File: src/rtl/rpmb_pkg.sv
// Shared types and constants for the rpmb_host bridge responder.
package rpmb_pkg;

    typedef enum logic [2:0] {
        IDLE,
        ADDR,
        WDATA,
        RREQ,
        RWAIT,
        DONE,
        DRAIN
    } state_e;

    localparam logic RW_WRITE   = 1'b1;
    localparam logic RW_READ    = 1'b0;
    localparam logic PHASE_ADDR = 1'b0;
    localparam logic PHASE_DATA = 1'b1;

endpackage

File: src/rtl/rpmb_host_if.sv
// Backend request/response port: host side is master, memory/IO model or FIFO is slave.
interface rpmb_host_if;
    logic        req_valid;
    logic        req_ready;
    logic        req_write;
    logic        req_io;
    logic [15:0] req_addr;
    logic [7:0]  req_wdata;
    logic        rsp_valid;
    logic [7:0]  rsp_rdata;

    modport master (
        output req_valid, req_write, req_io, req_addr, req_wdata,
        input  req_ready, rsp_valid, rsp_rdata
    );

    modport slave (
        input  req_valid, req_write, req_io, req_addr, req_wdata,
        output req_ready, rsp_valid, rsp_rdata
    );
endinterface

File: src/rtl/rpmb_host_timer.sv
// Loadable down-counter; tc is high once the count has run down to zero.
module rpmb_host_timer #(
    parameter int unsigned TIMEOUT = 64
) (
    input  logic clk,
    input  logic reset,
    input  logic load,
    output logic tc
);
    localparam int unsigned W = $clog2(TIMEOUT);

    logic [W-1:0] cnt_q, cnt_d;

    always_comb begin
        cnt_d = cnt_q;
        if (load) begin
            cnt_d = W'(TIMEOUT - 1);
        end else if (cnt_q != '0) begin
            cnt_d = cnt_q - W'(1);
        end
    end

    always_ff @(posedge clk) begin
        if (reset) begin
            cnt_q <= '0;
        end else begin
            cnt_q <= cnt_d;
        end
    end

    assign tc = (cnt_q == '0);
endmodule

File: src/rtl/rpmb_host.sv
// Far-end responder for the MSX cartridge bridge bus: one bridge cycle in,
// one backend request (plus read response) out.
module rpmb_host
    import rpmb_pkg::*;
#(
    parameter int unsigned TIMEOUT      = 64,
    parameter logic [7:0]  READ_DEFAULT = 8'hFF
) (
    input  logic        clk,
    input  logic        reset,
    input  logic        cs,
    input  logic        rw,
    input  logic [15:0] md_in,
    output logic [7:0]  md_out,
    output logic        md_oe,
    output logic        a0,
    rpmb_host_if.master bus,
    output logic        err_timeout,
    output logic [15:0] xact_count
);
    // Bridge pins and the response port go through one register stage;
    // req_ready is used directly so a handshake is seen exactly once.
    logic        cs_q, rw_q, rsp_valid_q;
    logic [15:0] md_q;
    logic [7:0]  rsp_rdata_q;

    state_e      state_q, state_d;
    logic        a0_q, a0_d, md_oe_q, md_oe_d, rw_lat_q, rw_lat_d;
    logic [7:0]  md_out_q, md_out_d, req_wdata_q, req_wdata_d;
    logic        req_valid_q, req_valid_d, req_write_q, req_write_d;
    logic [15:0] req_addr_q, req_addr_d, xact_q, xact_d;
    logic        err_q, err_d;
    logic        tmr_load, tmr_tc;

    rpmb_host_timer #(.TIMEOUT(TIMEOUT)) u_timer (
        .clk   (clk),
        .reset (reset),
        .load  (tmr_load),
        .tc    (tmr_tc)
    );

    always_comb begin
        state_d     = state_q;
        a0_d        = a0_q;
        md_oe_d     = md_oe_q;
        md_out_d    = md_out_q;
        rw_lat_d    = rw_lat_q;
        req_valid_d = req_valid_q;
        req_write_d = req_write_q;
        req_addr_d  = req_addr_q;
        req_wdata_d = req_wdata_q;
        err_d       = err_q;
        xact_d      = xact_q;
        tmr_load    = 1'b0;
        unique case (state_q)
            IDLE: if (!cs_q) begin
                req_addr_d = md_q;
                rw_lat_d   = rw_q;
                a0_d       = PHASE_DATA;
                state_d    = ADDR;
            end
            ADDR: if (cs_q) begin
                a0_d    = PHASE_ADDR;
                state_d = IDLE;
            end else if (rw_lat_q == RW_WRITE) begin
                state_d = WDATA;
            end else begin
                req_valid_d = 1'b1;
                req_write_d = RW_READ;
                state_d     = RREQ;
            end
            // md_q only holds the write byte one cycle after ADDR, so the
            // request is raised on the second WDATA cycle.
            WDATA: if (cs_q) begin
                a0_d        = PHASE_ADDR;
                req_valid_d = 1'b0;
                state_d     = IDLE;
            end else if (!req_valid_q) begin
                req_wdata_d = md_q[7:0];
                req_write_d = RW_WRITE;
                req_valid_d = 1'b1;
            end else if (bus.req_ready) begin
                req_valid_d = 1'b0;
                state_d     = DONE;
            end
            RREQ: if (cs_q) begin
                a0_d        = PHASE_ADDR;
                req_valid_d = 1'b0;
                state_d     = IDLE;
            end else if (bus.req_ready) begin
                req_valid_d = 1'b0;
                tmr_load    = 1'b1;
                state_d     = RWAIT;
            end
            RWAIT: if (cs_q) begin
                a0_d = PHASE_ADDR;
                if (rsp_valid_q) begin
                    state_d = IDLE;
                end else begin
                    tmr_load = 1'b1;
                    state_d  = DRAIN;
                end
            end else if (rsp_valid_q) begin
                md_out_d = rsp_rdata_q;
                md_oe_d  = 1'b1;
                state_d  = DONE;
            end else if (tmr_tc) begin
                md_out_d = READ_DEFAULT;
                md_oe_d  = 1'b1;
                err_d    = 1'b1;
                state_d  = DONE;
            end
            DONE: if (cs_q) begin
                a0_d    = PHASE_ADDR;
                md_oe_d = 1'b0;
                xact_d  = xact_q + 16'd1;
                state_d = IDLE;
            end
            DRAIN: if (rsp_valid_q || tmr_tc) begin
                state_d = IDLE;
            end
            default: state_d = IDLE;
        endcase
    end

    always_ff @(posedge clk) begin
        if (reset) begin
            cs_q        <= 1'b1;
            rw_q        <= 1'b0;
            md_q        <= '0;
            rsp_valid_q <= 1'b0;
            rsp_rdata_q <= '0;
            state_q     <= IDLE;
            a0_q        <= PHASE_ADDR;
            md_oe_q     <= 1'b0;
            md_out_q    <= '0;
            rw_lat_q    <= RW_READ;
            req_valid_q <= 1'b0;
            req_write_q <= 1'b0;
            req_addr_q  <= '0;
            req_wdata_q <= '0;
            err_q       <= 1'b0;
            xact_q      <= '0;
        end else begin
            cs_q        <= cs;
            rw_q        <= rw;
            md_q        <= md_in;
            rsp_valid_q <= bus.rsp_valid;
            rsp_rdata_q <= bus.rsp_rdata;
            state_q     <= state_d;
            a0_q        <= a0_d;
            md_oe_q     <= md_oe_d;
            md_out_q    <= md_out_d;
            rw_lat_q    <= rw_lat_d;
            req_valid_q <= req_valid_d;
            req_write_q <= req_write_d;
            req_addr_q  <= req_addr_d;
            req_wdata_q <= req_wdata_d;
            err_q       <= err_d;
            xact_q      <= xact_d;
        end
    end

    assign a0            = a0_q;
    assign md_oe         = md_oe_q;
    assign md_out        = md_out_q;
    assign err_timeout   = err_q;
    assign xact_count    = xact_q;
    assign bus.req_valid = req_valid_q;
    assign bus.req_write = req_write_q;
    assign bus.req_io    = 1'b0;
    assign bus.req_addr  = req_addr_q;
    assign bus.req_wdata = req_wdata_q;
endmodule
File: src/flat_wrapper.sv
// flat-port wrapper written by rule: the top's interface ports become plain ports
module rpmb_host_flat import rpmb_pkg::*;
#(
    parameter int unsigned TIMEOUT      = 64,
    parameter logic [7:0]  READ_DEFAULT = 8'hFF
)
  (clk, reset, cs, rw, md_in, md_out, md_oe, a0, err_timeout, xact_count, bus_req_valid, bus_req_write, bus_req_io, bus_req_addr, bus_req_wdata, bus_req_ready, bus_rsp_valid, bus_rsp_rdata);
  rpmb_host_if bus_i ();
  input  logic clk;
  input  logic reset;
  input  logic cs;
  input  logic rw;
  input  logic [15:0] md_in;
  output logic [7:0] md_out;
  output logic md_oe;
  output logic a0;
  output logic err_timeout;
  output logic [15:0] xact_count;
  output wire logic [$bits(bus_i.req_valid)-1:0] bus_req_valid;
  output wire logic [$bits(bus_i.req_write)-1:0] bus_req_write;
  output wire logic [$bits(bus_i.req_io)-1:0] bus_req_io;
  output wire logic [$bits(bus_i.req_addr)-1:0] bus_req_addr;
  output wire logic [$bits(bus_i.req_wdata)-1:0] bus_req_wdata;
  input wire logic [$bits(bus_i.req_ready)-1:0] bus_req_ready;
  input wire logic [$bits(bus_i.rsp_valid)-1:0] bus_rsp_valid;
  input wire logic [$bits(bus_i.rsp_rdata)-1:0] bus_rsp_rdata;
  assign bus_req_valid = bus_i.req_valid;
  assign bus_req_write = bus_i.req_write;
  assign bus_req_io = bus_i.req_io;
  assign bus_req_addr = bus_i.req_addr;
  assign bus_req_wdata = bus_i.req_wdata;
  assign bus_i.req_ready = bus_req_ready;
  assign bus_i.rsp_valid = bus_rsp_valid;
  assign bus_i.rsp_rdata = bus_rsp_rdata;
  rpmb_host #(.TIMEOUT(TIMEOUT), .READ_DEFAULT(READ_DEFAULT)) u_core (.clk(clk), .reset(reset), .cs(cs), .rw(rw), .md_in(md_in), .md_out(md_out), .md_oe(md_oe), .a0(a0), .bus(bus_i), .err_timeout(err_timeout), .xact_count(xact_count));
endmodule
File: config.mk
export PLATFORM = sky130hd
export DESIGN_NAME = rpmb_host_flat
export DESIGN_NICKNAME = d
export VERILOG_FILES = /design/src/rtl/rpmb_pkg.sv /design/src/rtl/rpmb_host_if.sv /design/src/rtl/rpmb_host_timer.sv /design/src/rtl/rpmb_host.sv /design/src/flat_wrapper.sv
export SDC_FILE = /design/constraint.sdc
export NUM_CORES = 1
export LEC_CHECK = 0
export ABC_CLOCK_PERIOD_IN_PS = 2700
export CAP_MARGIN = 20
export CORE_MARGIN = 3
export CORE_UTILIZATION = 25
export CTS_CLUSTER_DIAMETER = 40
export DETAILED_ROUTE_END_ITERATION = 10
export PLACE_DENSITY = 0.52
export SKIP_CTS_REPAIR_TIMING = 1
export SLEW_MARGIN = 20
export SYNTH_ARGS = -nofsm -noshare
export SYNTH_HDL_FRONTEND = slang
export SYNTH_SLANG_ARGS = --single-unit
export TNS_END_PERCENT = 5
File: constraint.sdc
create_clock -name clk -period 2.7 [get_ports clk]
set_input_delay 0.54 -clock clk [delete_from_list [all_inputs] [get_ports clk]]
set_output_delay 0.54 -clock clk [all_outputs]
set_load 0.02 [all_outputs]
# Yosys cells after proc, flatten, opt, wreduce, memory -nomap -nowiden
# Index checks and enable logic that the tools add are counted.
# op_classes
n_addsub	2
eq_ne	20
muxes	44
bitwise	3
n_reduce_logical	21
# op_table
operator	count
3-bit 2-to-1 mux	13
1-bit 2-to-1 mux	21
3-bit case mux with 7 select lines	1
16-bit by 1-bit adder with 16-bit output (second input constant)	1
8-bit 2-to-1 mux	2
6-bit 2-to-1 mux	2
2-bit != test (second input constant)	6
4-bit AND reduction	3
2-bit nonzero test	5
3-bit == test (second input constant)	3
3-bit AND reduction	3
1-bit case mux with 2 select lines	4
7-bit AND reduction	1
3-bit by 2-bit == test with 1-bit output (second input constant)	2
6-bit logical NOT	1
2-bit by 1-bit != test with 1-bit output (second input constant)	3
3-bit by 1-bit != test with 1-bit output (second input constant)	2
3-bit by 2-bit != test with 1-bit output (second input constant)	2
6-bit nonzero test	1
6-bit by 1-bit subtractor with 6-bit output (second input constant)	1
5-bit AND reduction	1
5-bit OR reduction	1
4-bit by 1-bit != test with 1-bit output (second input constant)	1
2-bit AND reduction	2
6 further kinds	8
# word_totals
reg_bits	90
output_inout_bits	54
wordCells	107

# Depth between registers and ports, before layout
# Gate-level depths: netlist (run 1).
# logic_depth
ltp_word	5
ltp_mapped	7

# By module
# A second synthesis (run 1) with hierarchy kept.
# hier_totals
cells_unflattened	380
area_unflattened_um2	3465.8
# modules_own_cells
module	n_inst	cells_per_inst	area_per_inst_um2	seq_area_each_um2
rpmb_host	1	343	3135.5	1681.6
rpmb_host_timer	1	37	330.3	120.1

# Worst setup path after synthesis (run 1)
# OpenSTA, ideal clock, no wires.
# synth_timing
path_kind	register -> register
start	reg u_core.xact_q[0], in the netlist u_core.xact_count[0]
end	reg u_core.xact_q[14], in the netlist u_core.xact_count[14]
setup_ns	0.121
arrival_ns	1.565
setup_slack_ns	1.014
path_stages_with_launch	6
path_buffers	0
synth_period_minus_slack_ns	1.686
path_cell_list	dfxtp_1 ha_1 and2_1 nand2_1 nor4_1 mux2_2
# synth_between
elab_chain_cells	1
# synth_lines
item	line_no	rtl
start: declaration	rpmb_host.sv:31	logic [15:0] req_addr_q, req_addr_d, xact_q, xact_d;
start signal: assignment	rpmb_host.sv:160	xact_q <= xact_d;
16-bit by 1-bit adder with 16-bit output	rpmb_host.sv:116	xact_d = xact_q + 16'd1;
# No other way between the ends.
# A chain may end at the register's enable or synchronous reset.

# Worst setup path in the final report (run 1)
# layout_timing
start	reg u_core.cs_q
end	reg u_core.xact_q[14], in the netlist u_core.xact_count[14]
# layout_between
elab_chain_cells	1
# layout_lines
item	line_no	rtl
start: declaration	rpmb_host.sv:23	logic cs_q, rw_q, rsp_valid_q;
start signal: assignment	rpmb_host.sv:145	cs_q <= cs;
2-bit AND reduction (no line)	n/a	
# No other way between the ends.

==> results of run 1 <==
## routing by layer
| metal | up-vias | part of all wire | global-route usage |
|---|---|---|---|
| li1 | 1433 | - | - |
| met1 | 1240 | 0.46 | 0.138 |
| met2 | 70 | 0.45 | 0.170 |
| met3 | 10 | 0.072 | 0.0472 |
| met4 | 0 | 0.018 | 0.0458 |
| met5 | - | 0 | 0 |
## metrics by stage
step / cells / power, uW / util / area [um2]
final: 642 / 3150 / 0.354 / 4760
after global routing: 642 / 3320 / 0.354 / 4760
after CTS: 642 / 3210 / 0.354 / 4760
after detailed placement: 628 / 1990 / 0.333 / 4480
after global placement: 628 / 1980 / 0.333 / 4480
after floorplan: 386 / 1860 / - / 3500
## cell usage after synthesis, types with 2 or more instances
cell	number
clkbuf_1	10
nand2b_1	5
ha_1	3
nand2_1	63
a21oi_1	40
buf_4	3
dfxtp_1	90
mux2_2	4
a311oi_1	2
nor3b_1	2
a211oi_1	9
or3_1	3
o21ai_0	3
xnor2_1	9
nor3_4	2
a31oi_1	2
buf_2	3
xor2_1	5
buf_1	3
nand4_1	4
nor2b_1	32
inv_1	15
nor2_1	36
nor4_1	2
nand3_1	6
nor3_1	5
## worst max-delay path: cells and delay by family (launching register included)
kind             cells  cell delay, ns
multiplexers         1            0.37
AND/OR/NAND/NOR      3            0.95
flip-flops           1            0.67
## layout make-up
cell class              instances  area [um2]  share of cell area
inverters                      15        56.3              0.0118
clock buffers                  11         233              0.0489
well taps                     176         220              0.0463
repair buffers                 86         858               0.180
clock inverters                 3        42.5             0.00894
multi-input cells             261        1550               0.325
flip-flops and latches         90        1800               0.379
## worst max-delay path by stage
stage | from | to | slack (ns) | depth (start not counted)
after floorplan | u_core.xact_count[0] | u_core.xact_count[14] | 1.01 | 5
after global placement | u_core.cs_q | u_core.xact_count[14] | 0.66 | 4
after detailed placement | u_core.cs_q | u_core.xact_count[12] | 0.62 | 4
after CTS | u_core.cs_q | u_core.xact_count[12] | 0.60 | 4
after global routing | u_core.cs_q | u_core.xact_count[12] | 0.39 | 4
final | u_core.cs_q | u_core.xact_count[14] | 0.60 | 4
## cell usage in the layout, fill, tap and decap left out, types with 3 or more instances in the layout
cell / synthesis / layout
dfxtp_1: 90 / 90
clkdlybuf4s50_1: 0 / 81
nand2_1: 63 / 63
a21oi_1: 40 / 40
nor2_1: 36 / 36
nor2b_1: 32 / 32
inv_1: 15 / 15
a211oi_1: 9 / 9
xnor2_1: 9 / 9
clkbuf_16: 0 / 9
nand3_1: 6 / 6
nand2b_1: 5 / 5
xor2_1: 5 / 5
nor3_1: 5 / 5
mux2_2: 4 / 4
nand4_1: 4 / 4
o21ai_0: 3 / 3
or3_1: 3 / 3
ha_1: 3 / 3
buf_4: 3 / 3
## cells by family (layout without fill, tap and decap cells)
| group | after synthesis | count (layout) |
|---|---|---|
| adder cells (fa/ha/maj) | 3 | 3 |
| flip-flops | 90 | 90 |
| other | 1 | 1 |
| buffers and inverters | 35 | 115 |
| AND/OR/NAND/NOR | 172 | 172 |
| XOR/XNOR | 14 | 14 |
| multiplexers | 4 | 4 |
| AO/OA/AOI/OAI | 67 | 67 |
## sequential cells by signal, indices dropped and copies added (netlist names), 3 cells and up
| signal | count |
|---|---|
| u_core.rsp_rdata_q | 8 |
| u_core.xact_count | 16 |
| u_core.bus.req_wdata | 8 |
| u_core.state_q | 3 |
| u_core.md_out | 8 |
| u_core.u_timer.cnt_q | 6 |
| u_core.bus.req_addr | 16 |
| u_core.md_q | 16 |
## power by group
group	leakage, uW	internal, uW	switching, uW
combinational	0.000817	250	238
clock	0.000131	705	483
sequential	0.000735	1410	66.3
total	0.00168	2360	788
==> results_dict.tcl, run 1 <==
set metrics [dict create \
    status "completed" \
    synth_xor_area_frac 0.0350 \
    syn_nets 419 \
    clkSinkCount 90 \
    syn2layout_area_growth_pct 35.9 \
    r2r-start "u_core.cs_q" \
    maxCapViolations 0 \
    clk_pin_slew_worst_paths_ns 0.06 \
    synth_cells 386 \
    whs_ns 0.435 \
    synth-seq-cells 90 \
    diodes 0 \
    antenna_found_initial 0 \
    yosys.area.top_type "dfxtp_1" \
    pre_cts_slack_ns 0.617 \
    ys_seq_area_frac 0.515 \
    clk_latency_ns 0.34 \
    start_kind "flip-flop" \
    worst_slack_ns 0.603 \
    overflow 0 \
    wl_mm 8.10 \
    rows 42 \
    final_layout_size_suffix_gt1_frac 0.0708 \
    vdd_ir_drop_max_mv 0.278 \
    die_area_mm2 0.0155 \
    rrSetupSlack_ns 0.60 \
    nNetsFinal 496 \
    crit_fanout 14 \
    vias 2753 \
    drv_slew 0 \
    cts_root_buf "clkbuf_16" \
    drtIter0Drc 102 \
    clock_skew_ns 0.00771 \
    tightestPinTransition_ns 0.681 \
    rsz0062_at_grt "false" \
    firstDrtPassIters 4 \
    critPathCaptureType "flip-flop" \
    worst-setup-path-type "reg2reg" \
    synth_ff_type "dfxtp_1" \
    synth_compound_area_frac 0.121 \
    synth_top_family_by_area "simple AND/OR/NAND/NOR gates" \
    portBuffers 82 \
    critPathMaxStageDelay_ns 0.67 \
    cts_made_buffers 9 \
    holdCritPathClass "reg2reg" \
    netlist_area_mm2 0.00350 \
    synth_cell_types 51 \
    synth-simple-area-share 0.261 \
    wire_per_inst_um 12.6 \
    die_y_um 124 \
    ant_nets 0 \
    leakage_uw 0.00168 \
    grt_start_max_net_pins 37 \
    crit_arrival_ns 2.33 \
    hpwl_mm 5.63 \
    ys_async_sr_fraction 0 \
    finalHoldViolCount 0 \
    globalRouteTotalUtil 0.111 \
    grt_pass1_wl_mm 13.8 \
    cts_tree "done" \
    ys_warn_count 0 \
    whs_endpoint "u_core.bus.req_addr[8]" \
    cpMaxStageDelayCell "dfxtp_1" \
    gp_congestion 0.748 \
    htreeDepth 3 \
    cp_cell_sequence "and4b_1 > nand2_1 > nor4_1 > mux2_2" \
    die_w_um 124 \
    syn_area_per_cell_um2 9.07 \
    initial_core_util 0.260 \
    reg2regPathDepth 4 \
    yosysTopAreaCellShare 0.515 \
    synthAdderAreaFrac 0.0107 \
    route.detailed.drc 0 \
    grt_pass1_vias 2791 \
    synthMuxAreaShare 0.0129 \
    hold_path_depth 2 \
    max_slew_margin 0.546 \
    setup_viol_count_final 0 \
    via_per_inst 4.29 \
    synthTopCellsByArea "dfxtp_1 51%, nand2_1 6.8%, a21oi_1 5.7%" \
    fin_tns_setup_ns 0 \
    period_share 0.777 \
    n_fill_cell 1441 \
    power_density_mw_per_mm2 662 \
    fmax_mhz 477 \
    fin_crit_ns 2.10 \
    design.core.area_mm2 0.0135 \
    hold_start "u_core.md_q[8]" \
    reg2reg_to "u_core.xact_count[14]" \
    cts_buffer_depth 2 \
    num_io_pins 84 \
    cp.required_ns 2.93 \
    synth_enable_flop_cells 0 \
]
Note: power is estimated with default switching activity, not from simulation.
==> run 2: changes to the inputs <==
- ABC_CLOCK_PERIOD_IN_PS: 2700 -> 2130
- clock period: 2.7 -> 2.13 ns (I/O delays scaled with it)
==> results_dict.tcl, run 2 (synthesis gave the netlist of run 1 again) <==
set metrics [dict create \
    status "completed" \
    via_per_inst 4.41 \
    hold_path_depth 2 \
    tightestPinTransition_ns 0.641 \
    die_w_um 124 \
    grt_pass1_vias 2817 \
    max_slew_margin 0.572 \
    clk_pin_slew_worst_paths_ns 0.06 \
    route.detailed.drc 0 \
    hpwl_mm 5.79 \
    clkSinkCount 90 \
    worst_slack_ns 0.222 \
    die_area_mm2 0.0155 \
    rsz0062_at_grt "false" \
    p_sw_frac 0.242 \
    vias 2862 \
    cp_cell_sequence "clkdlybuf4s50_1" \
    critPathMaxStageDelay_ns 0.67 \
    drtIter0Drc 83 \
    clock_skew_ns 0.00595 \
    whs_endpoint "u_core.bus.req_addr[10]" \
    htreeDepth 3 \
    setup_viol_count_final 0 \
    start_kind "flip-flop" \
    initial_core_util 0.260 \
    power_frac_seq 0.431 \
    grt_pass1_wl_mm 14.0 \
    nNetsFinal 501 \
    wl_mm 8.16 \
    placed_cells 633 \
    maxCapViolations 0 \
    layout.cells.most_common "dfxtp_1" \
    drv_slew 0 \
    combPwrFrac 0.144 \
    cts_tree "done" \
    firstDrtPassIters 4 \
    crit_arrival_ns 1.48 \
    design.core.area_mm2 0.0135 \
    pre_cts_slack_ns 0.338 \
    overflow 0 \
    finalHoldViolCount 0 \
    cpMaxStageDelayCell "clkdlybuf4s50_1" \
    worst-setup-path-type "reg2out" \
    holdCritPathClass "reg2reg" \
    r2r-start "u_core.u_timer.cnt_q[2]" \
    leakage_uw 0.00174 \
    crit_fanout 6 \
    cp.required_ns 1.70 \
    cts_buffer_depth 2 \
    clk_latency_ns 0.34 \
    portBuffers 82 \
    fin_tns_setup_ns 0 \
    gp_congestion 0.769 \
    wire_per_inst_um 12.6 \
    fin_crit_ns 1.91 \
    fmax_mhz 524 \
    power_switching_uw 1050 \
    cts_root_buf "clkbuf_16" \
    die_y_um 124 \
    antenna_found_initial 0 \
    power_density_mw_per_mm2 890 \
    period_share 0.896 \
    fin_cells 649 \
    clockPowerShare 0.425 \
    grt_start_max_net_pins 36 \
    cts_made_buffers 9 \
    reg2reg_to "u_core.u_timer.cnt_q[1]" \
    final_layout_size_suffix_gt1_frac 0.0888 \
    hold_start "u_core.md_q[10]" \
    rrSetupSlack_ns 0.34 \
    ant_nets 0 \
    path_delay_family "buffers and inverters" \
    syn2layout_area_growth_pct 38.8 \
    internal_power_uw 3280 \
    reg2regPathDepth 4 \
    globalRouteTotalUtil 0.111 \
    layout_common_cells "90 x dfxtp_1, 81 x clkdlybuf4s50_1, 63 x nand2_1, 40 x a21oi_1, 36 x nor2_1" \
    rows 42 \
    vdd_ir_drop_max_mv 0.342 \
    num_io_pins 84 \
    critPathCaptureType "primary output" \
    critPathBufInv 1 \
    diodes 0 \
]
[run 2: per-stage QoR]
step	hold WS (ns)	power [uW]	area, um2	util
after detailed placement	0.432	2530	4510	0.335
after floorplan	0.417	2360	3500	-
after global placement	0.420	2520	4510	0.335
final	0.435	4330	4860	0.361
after global routing	0.462	4530	4860	0.361
after CTS	0.437	4400	4860	0.361
[run 2: layout make-up]
| type | instances | area (um2) |
|---|---|---|
| Clock buffer | 10 | 239 |
| Fill cell | 1427 | 8590 |
| Multi-Input combinational cell | 261 | 1550 |
| Timing Repair Buffer | 91 | 883 |
| Sequential cell | 90 | 1800 |
| Inverter | 15 | 56.3 |
| Clock inverter | 6 | 114 |
| Tap cell | 176 | 220 |
[run 2: power by group through the flow]
stage,clock network (uW),logic [uW],registers (uW)
detailed placement,0,632,1900
finish,1840,623,1860
global placement,0,618,1900
CTS,1900,634,1860
floorplan,0,458,1900
global route,1960,693,1880
[run 2: tightest hold or removal path, delay by kind of cell, from the launching register on]
kind,cells,cell delay [ns]
compound gates,1,0.05
simple gates,1,0.04
flops,1,0.30
[run 2: worst max-delay path by stage]
| stage | cells past startpoint | slack (ns) | start | endpoint |
|---|---|---|---|---|
| after floorplan | 5 | 0.44 | u_core.xact_count[0] | u_core.xact_count[14] |
| after global placement | 4 | 0.35 | bus_req_ready | u_core.state_q[1] |
| after detailed placement | 4 | 0.34 | u_core.u_timer.cnt_q[2] | u_core.u_timer.cnt_q[1] |
| after CTS | 1 | 0.18 | u_core.bus.req_valid | bus_req_valid |
| after global routing | 1 | 0.17 | u_core.bus.req_valid | bus_req_valid |
| final | 1 | 0.22 | u_core.bus.req_valid | bus_req_valid |
[run 2: metal layers]
layer	vias up	track usage	wire, um
li1	1451	-	-
met1	1320	0.134	3690
met2	77	0.177	3760
met3	14	0.0369	525
met4	0	0.0516	184
met5	-	0	0
==> run 3: changes to the inputs <==
- CORE_MARGIN: 3 -> 2
==> results_dict.tcl, run 3 (synthesis gave the netlist of run 1 again) <==
set metrics [dict create \
    crit_arrival_ns 1.49 \
    die_y_um 122 \
    reg2regPathDepth 4 \
    cp_cell_sequence "clkdlybuf4s50_1" \
    hpwl_mm 5.63 \
    cts_made_buffers 9 \
    status "completed" \
    final_layout_size_suffix_gt1_frac 0.0888 \
    num_io_pins 84 \
    cts_buffer_depth 2 \
    crit_fanout 6 \
    gp_congestion 0.829 \
    initial_core_util 0.254 \
    cts_tree "done" \
    fin_tns_setup_ns 0 \
    grt_pass1_vias 2802 \
    overflow 0 \
    die_area_mm2 0.0150 \
    rows 43 \
    ant_nets 0 \
    whs_ns 0.439 \
    drtIter0Drc 108 \
    vias 2866 \
    grt_pass1_wl_mm 13.5 \
    period_share 0.899 \
    htreeDepth 3 \
    leakage_uw 0.00172 \
    wire_per_inst_um 12.7 \
    power_density_mw_per_mm2 857 \
    antenna_found_initial 0 \
    fmax_mhz 522 \
    cpMaxStageDelayCell "clkdlybuf4s50_1" \
    critPathCaptureType "primary output" \
    clkSinkCount 90 \
    clock_skew_ns 0.0117 \
    n_fill_cell 1452 \
    critPathBufInv 1 \
    holdCritPathClass "reg2reg" \
    pre_cts_slack_ns 0.377 \
    rsz0062_at_grt "false" \
    vdd_ir_drop_max_mv 0.368 \
    finalHoldViolCount 0 \
    maxCapViolations 0 \
    via_per_inst 4.39 \
    syn2layout_area_growth_pct 38.0 \
    firstDrtPassIters 4 \
    met1_usage 0.139 \
    worst-setup-path-type "reg2out" \
    met2_usage 0.181 \
    hold_path_depth 2 \
    nNetsFinal 501 \
    route.detailed.drc 0 \
    grt_start_max_net_pins 38 \
    die_w_um 122 \
    setup_viol_count_final 0 \
    cp.required_ns 1.70 \
    wl_mm 8.27 \
    layout_common_cells "90 x dfxtp_1, 81 x clkdlybuf4s50_1, 63 x nand2_1, 40 x a21oi_1, 36 x nor2_1" \
    path_delay_family "buffers and inverters" \
    clk_pin_slew_worst_paths_ns 0.07 \
    clk_latency_ns 0.35 \
    portBuffers 82 \
    critPathMaxStageDelay_ns 0.68 \
    use_met3 0.0404 \
    globalRouteTotalUtil 0.116 \
    diodes 0 \
    top_usage_layer "met2" \
    layout.cells.most_common "dfxtp_1" \
    design.core.area_mm2 0.0138 \
    drv_slew 0 \
    worst_slack_ns 0.216 \
    cts_root_buf "clkbuf_16" \
    path_depth 1 \
    fin_crit_ns 1.91 \
    start_kind "flip-flop" \
]
==> run 3: path summary, 6_finish.rpt <==
path | from | end | slack [ns]
hold reg to reg | u_core.md_q[11] | u_core.bus.req_addr[11] | 0.44
hold / removal | u_core.md_q[11] | u_core.bus.req_addr[11] | 0.44
setup reg to reg | u_core.state_q[0] | u_core.xact_count[14] | 0.37
setup / recovery | u_core.bus.req_valid | bus_req_valid | 0.22
==> run 3: metal layers <==
metal / vias to the layer above / part of all wire
li1: 1447 / -
met1: 1321 / 0.44
met2: 84 / 0.46
met3: 14 / 0.076
met4: 0 / 0.023
met5: - / 0
==> run 3: metrics by stage <==
| step | cell area [um2] | total power (uW) | cells | util |
|---|---|---|---|---|
| floorplan | 3500 | 2360 | 386 | - |
| global placement | 4520 | 2510 | 637 | 0.328 |
| detailed placement | 4520 | 2530 | 637 | 0.328 |
| CTS | 4830 | 4190 | 653 | 0.351 |
| global route | 4830 | 4340 | 653 | 0.351 |
| finish | 4830 | 4140 | 653 | 0.351 |
==> run 3: cell type report <==
type | count | area (um2) | area share
flip-flops and latches | 90 | 1800 | 0.373
inverters | 15 | 56.3 | 0.0117
clock inverters | 7 | 82.6 | 0.0171
multi-input cells | 261 | 1550 | 0.320
clock buffers | 9 | 225 | 0.0466
well taps | 180 | 225 | 0.0466
repair buffers | 91 | 896 | 0.185
==> run 3: report_power, final <==
group | switching (uW) | internal (uW)
clock network | 727 | 930
registers | 80.0 | 1780
logic | 300 | 323
total | 1110 | 3040
